### src/rtl/mem_stage.sv
// rtl/mem_stage.sv - tinyriscv memory-access stage between execute and writeback

package tinyriscv_pkg;
   parameter int RegBus     = 32;
   parameter int RegAddrBus = 5;
endpackage

module mem_stage
   import tinyriscv_pkg::*;
#(
   parameter int AddrWidth = 32
) (
   input  logic                  clk_i,
   input  logic                  rst_ni,
   input  logic                  ex_valid_i,
   input  logic                  mem_req_i,
   input  logic                  mem_we_i,
   input  logic [1:0]            mem_size_i,
   input  logic                  mem_unsigned_i,
   input  logic [AddrWidth-1:0]  mem_addr_i,
   input  logic [31:0]           mem_wdata_i,
   input  logic [RegAddrBus-1:0] reg_waddr_i,
   input  logic [RegBus-1:0]     reg_wdata_i,
   input  logic                  reg_wen_i,
   output logic                  stall_o,
   output logic                  data_req_o,
   input  logic                  data_gnt_i,
   output logic                  data_we_o,
   output logic [3:0]            data_be_o,
   output logic [AddrWidth-1:0]  data_addr_o,
   output logic [31:0]           data_wdata_o,
   input  logic                  data_rvalid_i,
   input  logic [31:0]           data_rdata_i,
   input  logic                  data_err_i,
   output logic                  misaligned_o,
   output logic                  bus_err_o,
   output logic [RegAddrBus-1:0] reg_waddr_o,
   output logic [RegBus-1:0]     reg_wdata_o,
   output logic                  reg_wen_o
);

   typedef enum logic [1:0] {
      IDLE = 2'd0,
      REQ  = 2'd1,
      WAIT = 2'd2
   } state_e;

   state_e state_q, state_d;

   // Operation captured at accept time; execute is free to change its outputs afterwards.
   logic                  op_we_q;
   logic [1:0]            op_size_q;
   logic                  op_uns_q;
   logic [AddrWidth-1:0]  op_addr_q;
   logic [31:0]           op_wdata_q;
   logic [RegAddrBus-1:0] op_waddr_q;
   logic                  op_wen_q;

   logic        misaligned_in;
   logic        accept;
   logic [3:0]  be_lat;
   logic [31:0] wdata_lat;
   logic [31:0] rdata_shifted;
   logic [31:0] load_value;

   // Alignment check on the incoming request; size 11 is treated as misaligned.
   always_comb begin
      misaligned_in = 1'b0;
      case (mem_size_i)
         2'b00:   misaligned_in = 1'b0;
         2'b01:   misaligned_in = mem_addr_i[0];
         2'b10:   misaligned_in = |mem_addr_i[1:0];
         default: misaligned_in = 1'b1;
      endcase
   end

   assign accept = (state_q == IDLE) && ex_valid_i && mem_req_i && !misaligned_in;

   // State register.
   always_ff @(posedge clk_i or negedge rst_ni) begin
      if (!rst_ni) begin
         state_q <= IDLE;
      end else begin
         state_q <= state_d;
      end
   end

   // Next-state logic: request until granted, then wait for the response.
   always_comb begin
      state_d = state_q;
      case (state_q)
         IDLE:    if (accept) state_d = REQ;
         REQ:     if (data_gnt_i) state_d = WAIT;
         WAIT:    if (data_rvalid_i) state_d = IDLE;
         default: state_d = IDLE;
      endcase
   end

   // Bus outputs are driven only in REQ, so they fall to zero the moment reset hits.
   always_comb begin
      stall_o      = (state_q != IDLE);
      data_req_o   = 1'b0;
      data_we_o    = 1'b0;
      data_be_o    = 4'b0000;
      data_addr_o  = '0;
      data_wdata_o = 32'h0;
      if (state_q == REQ) begin
         data_req_o   = 1'b1;
         data_we_o    = op_we_q;
         data_be_o    = be_lat;
         data_addr_o  = {op_addr_q[AddrWidth-1:2], 2'b00};
         data_wdata_o = wdata_lat;
      end
   end

   // Capture the memory operation when it is accepted.
   always_ff @(posedge clk_i or negedge rst_ni) begin
      if (!rst_ni) begin
         op_we_q    <= 1'b0;
         op_size_q  <= 2'b00;
         op_uns_q   <= 1'b0;
         op_addr_q  <= '0;
         op_wdata_q <= 32'h0;
         op_waddr_q <= '0;
         op_wen_q   <= 1'b0;
      end else if (accept) begin
         op_we_q    <= mem_we_i;
         op_size_q  <= mem_size_i;
         op_uns_q   <= mem_unsigned_i;
         op_addr_q  <= mem_addr_i;
         op_wdata_q <= mem_wdata_i;
         op_waddr_q <= reg_waddr_i;
         op_wen_q   <= reg_wen_i;
      end
   end

   // Byte enables and lane-replicated store data from the latched operation.
   always_comb begin
      be_lat    = 4'b1111;
      wdata_lat = op_wdata_q;
      case (op_size_q)
         2'b00: begin
            be_lat    = 4'b0001 << op_addr_q[1:0];
            wdata_lat = {4{op_wdata_q[7:0]}};
         end
         2'b01: begin
            be_lat    = 4'b0011 << op_addr_q[1:0];
            wdata_lat = {2{op_wdata_q[15:0]}};
         end
         default: begin
            be_lat    = 4'b1111;
            wdata_lat = op_wdata_q;
         end
      endcase
   end

   assign rdata_shifted = data_rdata_i >> {op_addr_q[1:0], 3'b000};

   // Load extraction: pick the addressed lanes and sign- or zero-extend.
   always_comb begin
      load_value = rdata_shifted;
      case (op_size_q)
         2'b00:   load_value = op_uns_q ? {24'h0, rdata_shifted[7:0]}
                                        : {{24{rdata_shifted[7]}}, rdata_shifted[7:0]};
         2'b01:   load_value = op_uns_q ? {16'h0, rdata_shifted[15:0]}
                                        : {{16{rdata_shifted[15]}}, rdata_shifted[15:0]};
         default: load_value = rdata_shifted;
      endcase
   end

   // Writeback registers; reg_wen_o and the error flags are single-cycle pulses.
   always_ff @(posedge clk_i or negedge rst_ni) begin
      if (!rst_ni) begin
         reg_waddr_o  <= '0;
         reg_wdata_o  <= '0;
         reg_wen_o    <= 1'b0;
         misaligned_o <= 1'b0;
         bus_err_o    <= 1'b0;
      end else begin
         reg_wen_o    <= 1'b0;
         misaligned_o <= 1'b0;
         bus_err_o    <= 1'b0;
         case (state_q)
            IDLE: begin
               if (ex_valid_i && !mem_req_i) begin
                  reg_waddr_o <= reg_waddr_i;
                  reg_wdata_o <= reg_wdata_i;
                  reg_wen_o   <= reg_wen_i && (reg_waddr_i != '0);
               end else if (ex_valid_i && misaligned_in) begin
                  misaligned_o <= 1'b1;
               end
            end
            WAIT: begin
               if (data_rvalid_i) begin
                  if (data_err_i) begin
                     bus_err_o <= 1'b1;
                  end else if (!op_we_q) begin
                     reg_waddr_o <= op_waddr_q;
                     reg_wdata_o <= load_value;
                     reg_wen_o   <= op_wen_q && (op_waddr_q != '0);
                  end
               end
            end
            default: ;
         endcase
      end
   end

endmodule

### config.mk
export PLATFORM = sky130hd
export DESIGN_NAME = mem_stage
export DESIGN_NICKNAME = d
export VERILOG_FILES = /design/src/rtl/mem_stage.sv
export SDC_FILE = /design/constraint.sdc
export NUM_CORES = 1
export LEC_CHECK = 0
export CAP_MARGIN = 10
export CORE_ASPECT_RATIO = 0.7
export CORE_MARGIN = 8
export CORE_UTILIZATION = 39
export DETAILED_ROUTE_END_ITERATION = 16
export GPL_ROUTABILITY_DRIVEN = 0
export PLACE_DENSITY_LB_ADDON = 0.25
export SLEW_MARGIN = 15
export SYNTH_ARGS = -nofsm -noshare
export SYNTH_HDL_FRONTEND = slang
export SYNTH_SLANG_ARGS = --single-unit
export TNS_END_PERCENT = 100
### constraint.sdc
create_clock -name clk_i -period 1.7 [get_ports clk_i]
set_input_delay 0.255 -clock clk_i [delete_from_list [all_inputs] [get_ports clk_i]]
set_output_delay 0.255 -clock clk_i [all_outputs]
set_load 0.03 [all_outputs]
==> results.md, run 1 <==
Yosys:
- The most used flip-flop cell after synthesis is sky130_fd_sc_hd__dfrtp_1.
- Yosys attributes the largest share of cell area to sky130_fd_sc_hd__dfrtp_1 (48%), sky130_fd_sc_hd__mux2_2 (14%), sky130_fd_sc_hd__mux2i_1 (6.3%).
- The number of distinct library cell variants in the gate-level netlist after synthesis is 40.
- The register bit count reported by yosys is approximately 120.
- The biggest area contributor in the post-synthesis netlist is sky130_fd_sc_hd__dfrtp_1.
- The synthesized design contains 0 enable-type register cells.
- The mapped cell area is ~6000 sq um.
- In this run the mean area of a mapped cell was ~10 sq um.
- The count of synthesis-stage warnings from yosys is 0.
- The portion of the post-synthesis area used by sequential elements is 48.2%.
- Synthesis handed over a netlist of approximately 600 instances.
- After synthesis, the share of flip-flops with an asynchronous set or reset is between 90% and 100%.
- Summed over its instances, the top area cell type makes up 48.2% of the synthesized netlist area.

Run status:
- The flow ran to the end, but the final reports show violations.
- The final reports fail on negative setup slack.

Place:
- Detailed placement finished with a half-perimeter wire length of roughly 16000 um.
- The number of port buffers is roughly 250.
- The placed instance count is 1054.
- Timing analysis after detailed placement gives a worst setup slack of -0.341 ns.

Worst setup path:
- At the worst endpoint, the required time is between 1 and 1.5 ns.
- The largest incremental delay on the critical path is about 0.44 ns.
- The launching element type of the critical path is a flop.
- On the critical path, the stage with the largest delay is an instance of sky130_fd_sc_hd__dfrtp_2.
- The path type of the worst setup path is flop to output port.
- Tracing the worst setup path back leads to its startpoint at op_size_q[0]$_DFFE_PN0P_.
- The data arrival time of the critical path is 1.75 ns.
- The startpoint of the worst register-to-register path is op_size_q[0]$_DFFE_PN0P_.
- STA classifies the critical path endpoint as an output port.
- The critical path goes through buf_4 > buf_6 > mux2i_1 > nor2_1 > a21oi_1 > nor2_1 > buf_4.
- The worst-path maximum fanout is 4.

Timing:
- Setup repair after global routing could not meet its margin everywhere.
- The number of setup violations in the final report is 84.
- For the final routed database, the setup TNS stands at -16.02 ns.
- The routed design could run at a clock period as short as between 2 and 2.5 ns.
- Setup slack on the critical path of the routed design comes to -0.310 ns.
- The portion of the clock cycle consumed by the worst path in the final layout is 118%.
- The total count of hold-check failures in the final report is 0.
- Static timing analysis puts the maximum clock frequency at ~500 MHz.
- The setup skew after layout is approximately 0.012 ns.
- The transition time at the pin with the least slew margin is about 0.65 ns.
- The worst relative slew slack is 56.5%.
- The max-slew violation count is 0.

GRT:
- The total routing resource utilization after global routing is 23.7%.
- The number of global-route vias before repair was about 6.4k.
- The first-pass GRT wire length is around 36000 um.
- The initial antenna violation count is 0.
- The global route total overflow is 0.
- Entering global routing, the biggest net connects around 120 pins.

Clocking:
- The worst-case clock buffer depth is 2.
- The number of clock sinks is around 120.
- The total number of H-tree levels is 4.
- The CTS tree is yes.
- For the worst-skew pair, the clock arrives at the later sink with an insertion delay of about 0.42 ns.
- The clock-pin transition on the worst setup and hold timing paths is ~0.060 ns.
- The number of clock buffers inserted by TritonCTS is 17.
- Clock tree synthesis selected as its root buffer the cell sky130_fd_sc_hd__clkbuf_16.

Layout:
- Leaving out fill and tap cells, the most frequent cells in the layout are sky130_fd_sc_hd__clkdlybuf4s50_1 (145), sky130_fd_sc_hd__dfrtp_1 (111), sky130_fd_sc_hd__buf_6 (82), sky130_fd_sc_hd__mux2_4 (72), sky130_fd_sc_hd__nand2_1 (65).
- For this run, the number of standard cells in the final layout without fillers is about 1.1k.
- Leaving out fill and tap cells, the most frequent cell in the layout is sky130_fd_sc_hd__clkdlybuf4s50_1.
- The final net count is 1074.
- 0 antenna diodes ended up in the layout.
- The ratio of cells with drive above 1 in the final layout is between 40% and 50%.
- Relative to the synthesized area, the layout overhead comes to 89.7%.

Detailed routing:
- Summing over every cut layer, the via total after detailed routing is 6131.
- The pre-antenna-repair detailed-routing pass consisted of 5 iterations.
- The first routing iteration left approximately 460 violations.
- The detail route stage leaves a number of antenna-violating nets equal to 0.
- The final routed wire length divided by cell count is 22.5 um.
- Using the TritonRoute via totals, the vias-per-cell ratio works out to approximately 5.4.
- The DRC violation count after routing is 0.
- The final routed wirelength across all metal layers is 25700 um.

Die:
- The die outline area is around 20000 sq um.
- The site row count is 38.
- The die boundary height is 120 um.
- The count of boundary I/O pins is around 260.
- The floorplan core area is about 15000 sq um.
- The initial core utilization is 39.3%.
- The horizontal die dimension is around 160 um.

Power and ir drop:
- The peak supply drop is around 0.00080 V.
- In this run the static leakage power is 5.09 nW.
- Dividing total power by cell area gives a power density of 1310 nW/um^2.

Job:
- Across the run, the number of max-cap violations was 0.

Worst hold path:
- The critical hold path startpoint is data_gnt_i.
- The min-delay analysis places its worst path in the category primary input to flop.
## sequential cells by signal, summed over array words and instances, names as in the netlist
signal        count
op_wen_q          1
state_q           2
op_waddr_q        5
misaligned_o      1
reg_wdata_o      32
reg_waddr_o       5
reg_wen_o         1
bus_err_o         1
op_wdata_q       32
op_uns_q          1
op_addr_q        32
op_size_q         2
op_we_q           1
## final timing paths
path	to	slack, ns	depth (start not counted)
setup / recovery	data_wdata_o[28]	-0.31	7
hold / removal	state_q[0]$_DFFE_PN0P_	0.43	2
setup reg to reg	reg_wdata_o[20]$_DFFE_PN0P_	-0.11	8
hold reg to reg	reg_wdata_o[0]$_DFFE_PN0P_	0.48	2
max in group asynchronous	op_size_q[0]$_DFFE_PN0P_	0.70	3
min in group asynchronous	reg_wdata_o[24]$_DFFE_PN0P_	0.49	3
## power breakdown
part | internal, mW | switching, mW | leakage (nW)
Combinational | 3.41 | 3.58 | 3.42
Clock | 2.29 | 1.31 | 0.287
Sequential | 3.67 | 0.752 | 1.38
Total | 9.37 | 5.64 | 5.09
## stage by stage
step	util (%)	total power, mW	hold slack [ns]	instance area (sq um)
floorplan	-	7.37	-0.0406	6080
global placement	58.0	9.46	0.399	8880
CTS	68.8	13.9	0.412	10500
global route	74.6	15.6	0.429	11400
finish	74.6	15.0	0.425	11400
detailed placement	58.0	9.62	0.406	8880
## synth_stat cells (all sizes together) (2+ instances only)
library cell  instances
o21ai                43
inv                   4
a31oi                12
a221oi                2
o211ai                2
mux2i                38
nand2b                3
nor2                 56
mux2                 74
a21oi                53
and2                 46
nand3                 9
nor4b                 3
clkbuf               19
or2                   3
buf                  28
nand2                70
nor2b                 3
or4                   2
o22ai                 9
o21bai                2
dfrtp               116
## repair_timing
item | 4_1_cts | 5_1_grt
resized for setup | 223 | 154
hold endpoints to repair | 116 | 0
pin swaps | 27 | 42
setup buffers | 18 | 19
cloned | 11 | 12
hold buffers | 1 | 0
setup endpoints to repair | 194 | 175
## cells by family (layout without fill, tap and decap cells)
group                  after synthesis  in the layout  synth area share (%)
other                                1              2                0.0623
buffers and inverters               51            384                  4.28
flip-flops                         116            116                  48.2
multiplexers                       112            112                  20.2
AND/OR/NAND/NOR                    199            200                  15.9
AO/OA/AOI/OAI                      125            126                  11.4
## critical path: cells and delay by family, from the launching register on
kind | cells | cell delay (ns)
flip-flops | 1 | 0.44
buffers and inverters | 3 | 0.46
multiplexers | 1 | 0.11
AND/OR/NAND/NOR | 2 | 0.27
AO/OA/AOI/OAI | 1 | 0.06
## layer usage
metal,part of all wire (%),GRT usage [%],vias to the layer above
met3,9.9,8.76,39
met1,41,29.6,3038
met4,1.7,6.90,0
li1,-,-,2749
met5,0,0,-
met2,48,37.7,305
## cell type report
type,instances,area (sq um)
multi-input combinational,440,3760
timing repair buffer,350,3900
fill,1017,3880
clock inverter,9,104
tap,200,250
sequential,116,2910
clock buffer,21,480
inverter,4,27.5
Note: power is estimated with default switching activity, not from simulation.
==> inputs of run 2 (changes only) <==
--- a/config.mk
+++ b/config.mk
@@ -16,4 +16,4 @@
 export SYNTH_ARGS = -nofsm -noshare
 export SYNTH_HDL_FRONTEND = slang
 export SYNTH_SLANG_ARGS = --single-unit
-export TNS_END_PERCENT = 100
+export TNS_END_PERCENT = 1
==> run 2 against run 1 <==
  * The run still ends with negative setup slack left
  * Core utilization down 8.8 points
  * Sequential share of layout area up 3.4 points
  * Combinational power down 21%
  * Critical path depth down 1
  * Hold slack better by 0.026 ns
  * Flip-flop and latch count unchanged
  * Critical path type unchanged
  * Largest power group unchanged
==> results.md, run 2 (synthesis gave the netlist of run 1 again) <==
Run status:
- The run finished, with violations left.
- The checks that failed: negative setup slack.

Clocking:
- TritonCTS built the clock tree.
- The clock-pin transition on the worst setup and hold timing paths is 0.05 ns (about the same).
- The number of clock buffers inserted by TritonCTS is 17 (unchanged).
- The number of clock sinks was 116 (unchanged).
- The total number of H-tree levels is 4 (unchanged).
- The root buffer cell is sky130_fd_sc_hd__clkbuf_16.
- The worst-skew pair later-pin latency is 0.41 ns (about the same).
- The worst-case clock buffer depth came to 2 (unchanged).

Layout:
- The synthesis-to-finish area growth is 67.4%.
- The number of antenna repair diodes is 0 (unchanged).
- The most frequent standard cell in the layout excluding fill and tap cells is sky130_fd_sc_hd__clkdlybuf4s50_1.
- The final net count was 1035 (-3.6%).
- The ratio of cells with drive above 1 in the final layout is 33.3% (-8.2 points).
- The top cell types in the final layout, fill and taps aside, are sky130_fd_sc_hd__clkdlybuf4s50_1 (145), sky130_fd_sc_hd__dfrtp_1 (111), sky130_fd_sc_hd__mux2_2 (74), sky130_fd_sc_hd__nand2_1 (70), sky130_fd_sc_hd__buf_6 (59).
- The largest registers in the layout are op_addr_q (32), op_wdata_q (32), reg_wdata_o (32).
- The number of fill cells is 1170 (+15%).
- The post-route cell area is 10100 sq um (-12%).

Detailed routing:
- The number of nets with antenna violations after detailed routing is 0 (unchanged).
- The iteration count of the initial detailed-routing pass was 5 (unchanged).
- The via count is 5745 (-6.3%).
- The DRC violation count after routing is 0 (unchanged).
- The final routed wirelength across all metal layers came to 22100 um (-14%).
- The post-detailed-route via-to-cell ratio is 5.21 (-3.2%).
- The final routed wire length divided by cell count is 20.0 um (-11%).
- The number of DRC markers after the initial detailed-route iteration was 519 (+14%).

Worst setup path:
- The most critical setup path has its endpoint at data_addr_o[19].
- The endpoint of the worst-slack reg-to-reg timing path is reg_wdata_o[29]$_DFFE_PN0P_.
- The reg2reg setup slack is -0.14 ns (-0.03 ns).
- The startpoint of the worst register-to-register path is op_addr_q[1]$_DFFE_PN0P_.
- The timing startpoint of the critical path is state_q[1]$_DFFE_PN0P_.
- The launching element type of the critical path is a flop.
- The worst reg-to-reg path cell count is 5 (-3).
- The critical path is of the flop to output port type.
- The data required time of the worst path is 1.44 ns (about the same).
- The data arrival time of the critical path is 1.66 ns (-0.09 ns).
- The worst-path maximum fanout is 17 (+13).
- The endpoint kind of the worst setup timing path is an output port.

Die:
- The count of boundary I/O pins came to 256 (unchanged).
- The floorplan core area was 15300 sq um (unchanged).
- The initial core utilization was 39.3% (unchanged).
- The horizontal die dimension is 165 um (unchanged).
- The die outline area is 19700 sq um (unchanged).
- The site row count is 38 (unchanged).
- The die boundary height is 120 um (unchanged).

Power and ir drop:
- The portion of total power attributed to the clock network is 29.3% (+5.4 points).
- The peak supply drop came to 0.000775 V (-3.5%).
- The switching component of the power is 4.99 mW (-11%).
- The static leakage is 4.45 nW (-13%).
- The switching fraction of total power was 35.6% (-2.0 points).
- The internal power summed over all cells came to 9.03 mW (-3.6%).
- The power share of the combinational group is 39.6% (-7.0 points).
- The part of the power in registers is 31.0% (+1.6 points).
- The power density relative to cell area is 1390 nW/um^2 (+5.9%).

Timing:
- The peak clock frequency supported by timing came to 521 MHz (+4.8%).
- The setup skew after layout is 0.0104 ns (-0.00185 ns).
- The total count of hold-check failures in the final report was 0 (unchanged).
- The max-slew violation count is 0 (unchanged).
- The number of setup violations in the final report was 85 (+1.2%).
- The post-route worst hold slack is 0.452 ns (+0.0263 ns).
- The final critical delay including setup and external delays is 1.92 ns (-0.0917 ns).
- The worst-case setup margin in the final layout is -0.218 ns (+0.0917 ns).
- The portion of the clock cycle consumed by the worst path in the final layout is 113% (-5.4 points).
- The worst relative slew slack is 56.4% (about the same).
- Setup repair after global routing could not meet its margin everywhere.
- The transition time at the pin with the least slew margin is 0.654 ns (+0.000692 ns).

Worst hold path:
- In this run the most critical hold path is launched from data_gnt_i.
- The class of the worst hold path is primary input to flop.

GRT:
- The global route total overflow was 0 (unchanged).
- The total routing resource utilization after global routing was 22.0% (-1.7 points).
- The initial antenna violation count came to 2 (+2).
- The largest net degree at the start of global routing is 117 (unchanged).
- The first-pass GRT wire length is 33900 um (-6.4%).
- The number of global-route vias before repair came to 6130 (-3.7%).

Job:
- The number of maximum-capacitance constraint violations is 0 (unchanged).

Place:
- The minimum setup slack after placement is -0.375 ns (-0.0338 ns).
- The number of port buffers was 253 (unchanged).
- The half-perimeter wire length after placement is 16200 um (+3.5%).
- The total cell area at the placement stage is 8960 sq um (+0.93%).
## run 2: per-stage QoR
step           instances  power [mW]  utilization [%]  TNS, ns
2_1_floorplan        605        7.35                -    -1.57
3_3_place_gp        1066        9.56             58.5   -27.86
3_5_place_dp        1066        9.71             58.5   -32.89
4_1_cts             1103        13.9             65.0   -13.71
5_1_grt             1103        14.7             65.8   -20.05
6_report            1103        14.0             65.8   -13.48
## run 2: critical path, stage by stage (launching register included)
cell,delay [ns]
sky130_fd_sc_hd__dfrtp_1,0.40
sky130_fd_sc_hd__buf_6,0.14
sky130_fd_sc_hd__nand2b_4,0.17
sky130_fd_sc_hd__inv_6,0.10
sky130_fd_sc_hd__buf_12,0.15
sky130_fd_sc_hd__and2_1,0.16
sky130_fd_sc_hd__buf_6,0.14
## run 2: area by class of cell
type                    instances  area [sq um]  area share [%]
multi-input cells             438          3090            30.6
repair buffers                313          3140            31.2
clock buffers                  20           447            4.43
clock inverters                12           226            2.25
flip-flops and latches        116          2910            28.9
well taps                     200           250            2.48
inverters                       4          20.0           0.199
## run 2: power groups by stage
stage	combinational [mW]	sequential [mW]	clock, mW
3_3_place_gp	5.28	4.28	0
6_report	5.56	4.35	4.12
5_1_grt	5.96	4.48	4.29
4_1_cts	5.45	4.31	4.17
3_5_place_dp	5.38	4.33	0
2_1_floorplan	2.62	4.72	0
## run 2: worst min path at each step
stage / endpoint / slack [ns] / cells after the start
finish: state_q[0]$_DFFE_PN0P_ / 0.45 / 2
global route: op_addr_q[23]$_DFFE_PN0P_ / 0.45 / 2
CTS: state_q[0]$_DFFE_PN0P_ / 0.43 / 2
detailed placement: op_wdata_q[28]$_DFFE_PN0P_ / 0.40 / 2
global placement: op_wdata_q[28]$_DFFE_PN0P_ / 0.39 / 2
floorplan: bus_err_o$_DFF_PN0_ / -0.04 / 0
## run 2: repair_timing
| action | CTS | global route |
|---|---|---|
| pin swaps | 6 | 17 |
| gates resized for setup | 120 | 45 |
| gates cloned | 1 | 0 |
| setup endpoints to repair | 131 | 156 |
| endpoints found under the hold margin | 116 | 0 |
| buffers inserted | 4 | 0 |
| hold buffers | 1 | 0 |
## run 2: per-layer routing
layer  wire [um]  global-route usage (%)
met2       10100                    34.2
met5          24                       0
met3        2620                    9.92
met1        9050                    27.1
met4         326                    6.29
==> inputs of run 3 (changes only) <==
--- a/config.mk
+++ b/config.mk
@@ -6,10 +6,11 @@
 export NUM_CORES = 1
 export LEC_CHECK = 0
 export CAP_MARGIN = 10
-export CORE_ASPECT_RATIO = 0.7
+export CORE_ASPECT_RATIO = 2
 export CORE_MARGIN = 8
-export CORE_UTILIZATION = 39
+export CORE_UTILIZATION = 31
 export DETAILED_ROUTE_END_ITERATION = 16
+export DONT_BUFFER_PORTS = 1
 export GPL_ROUTABILITY_DRIVEN = 0
 export PLACE_DENSITY_LB_ADDON = 0.25
 export SLEW_MARGIN = 15
==> run 3 against run 2 <==
  * The run ends with negative hold slack, negative setup slack left
  * Clock skew fell by 0.0048 ns
  * Sequential power rose by 16%
  * Clock power fell by 15%
  * Count of clock-buffer cells in the layout fell by 2
  * Non-clock buffer count fell by 159
  * Design area fell by 15%
  * Total power fell by 9.2%
==> results.md, run 3 (synthesis gave the netlist of run 1 again) <==
Die:
- The horizontal die dimension came to 115 um (-30%).
- The site row count is 72 (+89%).
- The count of boundary I/O pins is 256 (unchanged).
- The floorplan core area came to 19200 sq um (+25%).
- The die boundary height is 213 um (+78%).
- The initial core utilization is 31.4% (-8.0 points).
- The die outline area is 24400 sq um (+24%).

Clocking:
- The quantity of hold-fixing buffers added after cts came to 78 (+77).
- The total number of H-tree levels is 4 (unchanged).
- The worst-skew pair later-pin latency came to 0.42 ns (about the same).
- The root buffer cell is sky130_fd_sc_hd__clkbuf_16.
- The number of clock buffers inserted by TritonCTS was 17 (unchanged).
- The worst-case clock buffer depth is 2 (unchanged).
- The number of clock sinks came to 116 (unchanged).
- The CTS tree is yes.
- The clock-pin transition on the worst setup and hold timing paths is 0.06 ns (about the same).

Layout:
- Leaving out fill and tap cells, the most frequent cells in the layout are sky130_fd_sc_hd__dfrtp_1 (114), sky130_fd_sc_hd__dlygate4sd3_1 (78), sky130_fd_sc_hd__mux2_2 (73), sky130_fd_sc_hd__nand2_1 (69), sky130_fd_sc_hd__nor2_1 (44).
- The post-route cell area is 8560 sq um (-15%).
- The largest registers in the layout are op_addr_q (32), op_wdata_q (32), reg_wdata_o (32).
- The final cell utilization of the core is 44.6% (-21 points).
- The number of antenna repair diodes is 0 (unchanged).
- The final instance count without filler cells is 1003 (-9.1%).
- The final net count is 876 (-15%).
- The synthesis-to-finish area growth is 42.1%.
- The most frequent standard cell in the layout excluding fill and tap cells is sky130_fd_sc_hd__dfrtp_1.
- The ratio of cells with drive above 1 in the final layout is 35.8% (+2.4 points).

GRT:
- The total routing resource utilization after global routing is 18.1% (-3.9 points).
- The first-pass GRT wire length is 33200 um (-2.3%).
- The global route total overflow is 0 (unchanged).
- The largest net degree at the start of global routing is 117 (unchanged).
- The initial antenna violation count is 0 (-2).
- The number of global-route vias before repair is 5714 (-6.8%).

Worst setup path:
- The cell with the biggest individual delay on the critical path is sky130_fd_sc_hd__dfrtp_2.
- The worst register-to-register path begins at op_addr_q[1]$_DFFE_PN0P_.
- The worst-path maximum fanout is 8 (-9).
- The largest incremental delay on the critical path is 0.46 ns (+0.06 ns).
- The endpoint of the worst-slack reg-to-reg timing path is reg_wdata_o[28]$_DFFE_PN0P_.
- The data required time of the worst path came to 1.44 ns (about the same).
- The critical path's top delay family is flip-flops.
- The data arrival time of the critical path is 1.66 ns (about the same).
- By startpoint and endpoint, the worst setup path is classified as flop to output port.
- The total buffers and inverters traversed by the critical path came to 2 (-2).
- The worst reg-to-reg path cell count is 5 (unchanged).
- The reg2reg setup slack is -0.17 ns (-0.03 ns).
- The worst setup path is launched from a flop.
- The critical path goes through nor2b_1 > buf_4 > nand2_1 > a21oi_2 > buf_6.
- The endpoint kind of the worst setup timing path is an output port.
- The total stage count of the critical path is 5 (-1).

Timing:
- The setup total negative slack is -12.80 ns (+0.681 ns).
- The worst-case setup margin in the final layout is -0.212 ns (+0.00597 ns).
- Setup repair after global routing could not meet its margin everywhere.
- The transition time at the pin with the least slew margin is 0.545 ns (-0.109 ns).
- The worst relative slew slack is 63.5% (+7.1 points).
- The number of setup violations in the final report was 85 (unchanged).
- The peak clock frequency supported by timing is 523 MHz (+0.31%).
- The final critical delay including setup and external delays is 1.91 ns (-0.00597 ns).
- The portion of the clock cycle consumed by the worst path in the final layout is 112% (-0.35 points).
- The post-route worst hold slack is -0.460 ns (-0.912 ns).
- The max-slew violation count is 0 (unchanged).
- The setup skew after layout came to 0.00562 ns (-0.00481 ns).
- The total count of hold-check failures in the final report came to 116 (+116).

Detailed routing:
- The final routed wire length divided by cell count was 21.8 um (+8.8%).
- The iteration count of the initial detailed-routing pass is 4 (-1).
- The number of nets with antenna violations after detailed routing came to 0 (unchanged).
- The number of DRC markers after the initial detailed-route iteration is 242 (-53%).
- The DRC violation count after routing is 0 (unchanged).
- The via count is 5087 (-11%).
- The final routed wirelength across all metal layers is 21900 um (-1.1%).
- The post-detailed-route via-to-cell ratio came to 5.07 (-2.6%).

Job:
- The number of maximum-capacitance constraint violations was 0 (unchanged).

Worst hold path:
- The class of the worst hold path is primary input to asynchronous set/reset pin.

Place:
- The total cell area at the placement stage is 6800 sq um (-24%).
- The half-perimeter wire length after placement is 15800 um (-2.3%).
- The placed instance count is 890 (-17%).
- The number of port buffers is 0 (-100%).

Power and ir drop:
- The power density relative to cell area is 1490 nW/um^2 (+7.0%).
- The static leakage came to 3.66 nW (-18%).
- The peak supply drop came to 0.000730 V (-5.9%).

Run status:
- The final reports fail on negative hold slack, negative setup slack.
- The run finished, with violations left.
## run 3: cell count changes in the layout (fill, tap and decap cells not counted), sizes merged, moves of 5 or more
| cell | delta |
|---|---|
| clkdlybuf4s50 | -145 |
| dlygate4sd3 | +77 |
| buf | -52 |
| dlygate4sd2 | -36 |
| bufinv | -5 |
| clkinv | +5 |
## run 3: worst reg2reg max path: cells and delay by family, from the launching register on
kind            cells  cell delay [ns]
compound gates      4             0.90
flops               1             0.44
mux                 1             0.41
## run 3: metal layers
layer | up-vias | wire [um] | global-route usage (%) | share of wire (%)
met2 | 199 | 12300 | 33.1 | 56
li1 | 2331 | - | - | -
met1 | 2500 | 7240 | 17.0 | 33
met4 | 0 | 1010 | 11.7 | 4.6
met5 | - | 0 | 0 | 0
met3 | 57 | 1360 | 5.18 | 6.2
## run 3: power by group
part           switching (mW)  internal [mW]  total (mW)
Combinational            2.19           2.02        4.22
Clock                    1.43           2.06        3.49
Sequential               1.37           3.65        5.03
## run 3: layout make-up
cell class                      instances  area, sq um
Inverter                                4         17.5
Clock buffer                           18          439
Fill cell                            1810        10600
Timing Repair Buffer                  154         1610
Clock inverter                         14          130
Multi-Input combinational cell        438         3130
Sequential cell                       116         2910
Tap cell                              259          324
## run 3: what timing repair did
action                                 in CTS  in global routing
pin swaps                                  27                  8
setup endpoints to repair                 156                172
setup buffers                               2                  0
endpoints found under the hold margin     200                116
gates resized for setup                   126                 28
cloned                                      1                  0
## run 3: worst max path at each step
stage                                   from                          end  slack, ns
floorplan           op_addr_q[0]$_DFFE_PN0P_                 data_be_o[3]      -0.08
global placement    op_addr_q[1]$_DFFE_PN0P_  reg_wdata_o[21]$_DFFE_PN0P_      -0.07
detailed placement  op_addr_q[1]$_DFFE_PN0P_  reg_wdata_o[20]$_DFFE_PN0P_      -0.20
CTS                 op_addr_q[1]$_DFFE_PN0P_                 data_be_o[0]      -0.25
global route        op_size_q[0]$_DFFE_PN0P_             data_wdata_o[26]      -0.28
finish              op_addr_q[1]$_DFFE_PN0P_                 data_be_o[2]      -0.21
## run 3: stage by stage
step,worst slack (ns),power (mW)
after floorplan,-0.0837,7.35
after global placement,-0.0670,8.57
after detailed placement,-0.199,8.67
after CTS,-0.246,12.7
after global routing,-0.279,13.4
final,-0.212,12.7
